[src/rtl/tick_divider.sv]
// tick_divider: multi-channel clock-enable generator with per-channel tick, toggle and tick counter
module tick_divider #(
   parameter int num_ch = 2,
   parameter int div_width = 16,
   parameter int cnt_width = 32,
   parameter logic [num_ch*div_width-1:0] div_default = {16'd9, 16'd4},
   localparam int ch_w = (num_ch > 1) ? $clog2(num_ch) : 1
) (
   input  logic                        i_clock,
   input  logic                        i_reset,
   input  logic [num_ch-1:0]           i_enable,
   input  logic                        i_wr_valid,
   input  logic [ch_w-1:0]             i_wr_ch,
   input  logic [div_width-1:0]        i_wr_div,
   output logic                        o_wr_ready,
   output logic                        o_wr_err,
   output logic [num_ch*div_width-1:0] o_div,
   output logic [num_ch-1:0]           o_tick,
   output logic [num_ch-1:0]           o_toggle,
   output logic [num_ch*cnt_width-1:0] o_cnt
);
   logic w_wr_bad;
   logic r_wr_err;
   assign o_wr_ready = ~i_reset;
   assign w_wr_bad = {1'b0, i_wr_ch} >= (ch_w + 1)'(num_ch);
   assign o_wr_err = r_wr_err;
   always_ff @(posedge i_clock)
      if (i_reset) r_wr_err <= 1'b0;
      else r_wr_err <= i_wr_valid & w_wr_bad;
   for (genvar i = 0; i < num_ch; i++) begin : g_ch
      logic [div_width-1:0] r_phase, r_div;
      logic [cnt_width-1:0] r_cnt;
      logic r_tick, r_toggle, w_wr;
      assign w_wr = i_wr_valid & o_wr_ready & (i_wr_ch == ch_w'(i));
      assign o_div[i*div_width +: div_width] = r_div;
      assign o_cnt[i*cnt_width +: cnt_width] = r_cnt;
      assign o_tick[i] = r_tick;
      assign o_toggle[i] = r_toggle;
      // a divisor write restarts the period and suppresses any coincident tick
      always_ff @(posedge i_clock)
         if (i_reset) begin
            r_phase <= '0;
            r_div <= div_default[i*div_width +: div_width];
            r_tick <= 1'b0;
            r_toggle <= 1'b0;
            r_cnt <= '0;
         end else if (w_wr) begin
            r_phase <= '0;
            r_div <= i_wr_div;
            r_tick <= 1'b0;
         end else if (i_enable[i] && r_phase == r_div) begin
            r_phase <= '0;
            r_tick <= 1'b1;
            r_toggle <= ~r_toggle;
            r_cnt <= r_cnt + 1'b1;
         end else begin
            r_phase <= i_enable[i] ? r_phase + 1'b1 : r_phase;
            r_tick <= 1'b0;
         end
   end
endmodule

[config.mk]
export PLATFORM = sky130hd
export DESIGN_NAME = tick_divider
export DESIGN_NICKNAME = d
export VERILOG_FILES = /design/src/rtl/tick_divider.sv
export SDC_FILE = /design/constraint.sdc
export NUM_CORES = 1
export LEC_CHECK = 0
export ABC_CLOCK_PERIOD_IN_PS = 3000
export BUFFER_PORTS_ARGS = -buffer_cell sky130_fd_sc_hd__buf_2
export CORE_MARGIN = 2
export CORE_UTILIZATION = 35
export CTS_CLUSTER_SIZE = 14
export DETAILED_ROUTE_END_ITERATION = 12
export GPL_ROUTABILITY_DRIVEN = 0
export PLACE_DENSITY_LB_ADDON = 0.05
export SYNTH_ARGS = -nofsm -noshare
export SYNTH_HDL_FRONTEND = slang
export SYNTH_SLANG_ARGS = --single-unit
export TNS_END_PERCENT = 50
[constraint.sdc]
create_clock -name i_clock -period 3 [get_ports i_clock]
set_input_delay 0.45 -clock i_clock [delete_from_list [all_inputs] [get_ports i_clock]]
set_output_delay 0.45 -clock i_clock [all_outputs]
set_load 0.02 [all_outputs]
==> qor.json <==
{
  "drt": {
    "detailedRoute.firstIterationViolations": 326,
    "detail-route-antenna-nets": 0,
    "avgViaCountPerCell": 5.48,
    "remaining_drc_errors": 0,
    "via_count": 6328,
    "totalWireLength_um": 19500,
    "wl_per_cell_um": 16.9,
    "detailedRoute.firstPassIterationCount": 5
  },
  "logic_synthesis": {
    "syn_area_per_cell_um2": 8.21,
    "syn-instance-count": 805,
    "share_of_flip_flops_with_an_asynchronous_set_or_reset": 0,
    "yosysWarningCount": 0,
    "yosysUniqueCellTypes": 41,
    "netlist_area_um2": 6610,
    "number_of_enable_type_register_cells_in_the_synthesized_netlist": 0,
    "yosysSeqAreaShare": 0.400,
    "ys_ff_latch": 132,
    "postSynthNetCount": 831,
    "synth_top_flop_cell": "sky130_fd_sc_hd__dfxtp_1"
  },
  "floorplanning": {
    "die_height_um": 141,
    "design.portCount": 124,
    "dieWidth_um": 141,
    "std_cell_rows": 50,
    "floorplan.die_area_um2": 20000,
    "floorplan.initialDensity": 0.354,
    "placeableCoreArea_um2": 18600
  },
  "power": {
    "irDropWorstVdd_uv": 378,
    "p_leak_nw": 2.98,
    "power.switching_fraction": 0.259,
    "power.density_cell_area_nw_per_um2": 532,
    "intPower_mw": 3.15,
    "combPwrFrac": 0.081,
    "seqPwrFrac": 0.429,
    "share_of_total_power_in_the_clock_network": 0.490,
    "switching_power_mw": 1.10
  },
  "timing": {
    "setup_tns_ps": 0,
    "worst_clock_skew_ps": 7.46,
    "hold_violations": 0,
    "actual_slew_at_the_worst_max_slew_pin_ps": 949,
    "max_slew_margin": 0.368,
    "unrepaired_setup_endpoints_after_global_routing": "no",
    "final_period_minus_worst_setup_slack_ps": 2570,
    "timing.fmax_ghz": 0.389,
    "setup_violations": 0,
    "period_share": 0.857,
    "report.final.slew_viol_count": 0
  },
  "setup_path": {
    "cp_data_arrival_time_ps": 2920,
    "cp.buffers_inverters": 0,
    "crit_fanout": 17,
    "crit_path_top_delay_cell": "sky130_fd_sc_hd__or4_1",
    "crit_type": "reg2reg",
    "setup.worst_path.end_class": "flip-flop",
    "worstPathCellList": "xnor2_1 -> nand4_1 -> or4_1 -> or4_1 -> a21oi_1",
    "critPathLaunchType": "flip-flop",
    "rr_startpoint": "g_ch[0].r_phase[6]",
    "path_common_cell": "sky130_fd_sc_hd__or4_1",
    "max_stage_delay_ps": 890,
    "reg2reg_setup_slack_ps": 430,
    "cpLargestDelayFamily": "simple AND/OR/NAND/NOR gates",
    "crit_required_ps": 3350,
    "setup.worst_path.start": "g_ch[0].r_phase[6]"
  },
  "grt": {
    "antenna_violations_before_repair": 4,
    "grt_start_max_net_pins": 56,
    "first_pass_grt_wire_length_um": 31100,
    "combined_global_route_utilization_of_all_metal_layers": 0.194,
    "globalRoute.totalOverflow": 0,
    "via_count_of_the_first_global_routing_pass": 5905
  },
  "clock_tree": {
    "clk_latency_ps": 430,
    "cts_setup_buffers": 0,
    "cts.root.buffer_cell": "sky130_fd_sc_hd__clkbuf_16",
    "tritoncts": "yes",
    "cts.sink_count": 132,
    "maximum_number_of_buffers_from_clock_root_to_sink": 2,
    "cts.hold.buffers_added": 0,
    "clk_transition_reported_paths_ps": 60,
    "cts.htree.levels": 4,
    "cts_resized": 0,
    "cts_buf_count": 17
  },
  "flow_run": {
    "cap_violations": 0
  },
  "status": {
    "status": "finished, final reports clean"
  },
  "layout": {
    "area_delta_synth_final_pct": 20.7,
    "finish.net_count": 932,
    "post_layout_nonfiller_instances": 1155,
    "layout_common_cells": "sky130_fd_sc_hd__dfxtp_1, sky130_fd_sc_hd__buf_2, sky130_fd_sc_hd__nand2_1",
    "post_route_cells_drive_above_1_share": 0.223,
    "mostFrequentLayoutCell": "sky130_fd_sc_hd__dfxtp_1"
  },
  "hold_path": {
    "timing.hold.worst.start": "i_wr_div[2]",
    "min_path_type": "in2reg"
  },
  "place": {
    "detailedPlacementHpwl_um": 13800,
    "placement.io_buffers": 122,
    "placedCellCount": 1121
  }
}
## final timing paths
| check | end | depth (start not counted) |
|---|---|---|
| hold / removal | g_ch[0].r_div[2] | 3 |
| setup / recovery | g_ch[0].r_cnt[16] | 5 |
| setup reg to reg | g_ch[0].r_cnt[16] | 5 |
| hold reg to reg | g_ch[1].r_div[12] | 2 |
## cell usage after synthesis, drive strengths merged (7+ instances only)
library cell	instances	area share
a21oi	41	0.031
o21ai	29	0.022
or4	39	0.044
nor3	13	0.0098
and4	7	0.0093
clkbuf	45	0.026
buf	10	0.012
xnor2	50	0.066
nor2b	12	0.011
nand2	93	0.053
o311ai	12	0.016
inv	14	0.0080
nor4	20	0.021
o41ai	13	0.017
and3	21	0.020
nor2	61	0.035
nand3	61	0.046
dfxtp	132	0.40
or3	7	0.0066
xor2	10	0.013
mux2	15	0.026
o31ai	29	0.033
or2	16	0.015
nand4	33	0.031
## through the flow
step / power, mW / setup slack [ps] / cell area [µm²] / hold WS, ps / utilization
floorplan: 2.08 / 574 / 6610 / 458 / -
global placement: 2.20 / 130 / 7380 / 471 / 0.396
detailed placement: 2.21 / 16.4 / 7380 / 479 / 0.396
CTS: 4.28 / 407 / 7970 / 214 / 0.428
global route: 4.40 / 158 / 7980 / 229 / 0.428
finish: 4.24 / 430 / 7980 / 227 / 0.428
## worst register-to-register path: stages, from the launching register on
cell	delay [ps]
sky130_fd_sc_hd__dfxtp_1	350
sky130_fd_sc_hd__xnor2_1	230
sky130_fd_sc_hd__nand4_1	290
sky130_fd_sc_hd__or4_1	890
sky130_fd_sc_hd__or4_1	600
sky130_fd_sc_hd__a21oi_1	150
## cell type report
cell class | instances | area [µm²]
diodes | 2 | 5.00
clock buffers | 19 | 453
clock inverters | 13 | 134
fillers | 1951 | 10700
inverters | 15 | 56.3
multi-input cells | 603 | 3670
flip-flops and latches | 132 | 2640
well taps | 234 | 293
repair buffers | 137 | 723
## registers in the layout, summed over array words and instances, names as in the netlist
signal,flops
g_ch.r_tick,2
g_ch.r_phase,32
g_ch.r_div,32
g_ch.r_cnt,64
g_ch.r_toggle,2
## logic make-up after synthesis
logic type,synth area share
DFF,0.400
muxes,0.0286
buffers and inverters,0.0456
other,0.000568
and+or+nand+nor,0.317
xor gates and xnor gates,0.0795
adders and majority gates,0.00757
AOI/OAI and AO/OA,0.121
## power by group through the flow
stage | logic (mW) | clock network [mW] | registers (mW)
3_3_place_gp | 0.338 | 0 | 1.86
3_5_place_dp | 0.343 | 0 | 1.86
2_1_floorplan | 0.200 | 0 | 1.88
5_1_grt | 0.379 | 2.19 | 1.83
4_1_cts | 0.345 | 2.12 | 1.82
6_report | 0.342 | 2.08 | 1.82
## layer usage
metal | vias up | GRT usage | wire length (µm)
met5 | - | 0 | 26
li1 | 3142 | - | -
met1 | 3021 | 0.256 | 9190
met4 | 4 | 0.0611 | 283
met3 | 26 | 0.0533 | 1160
met2 | 135 | 0.311 | 8810
(Power assumes the default switching activity.)
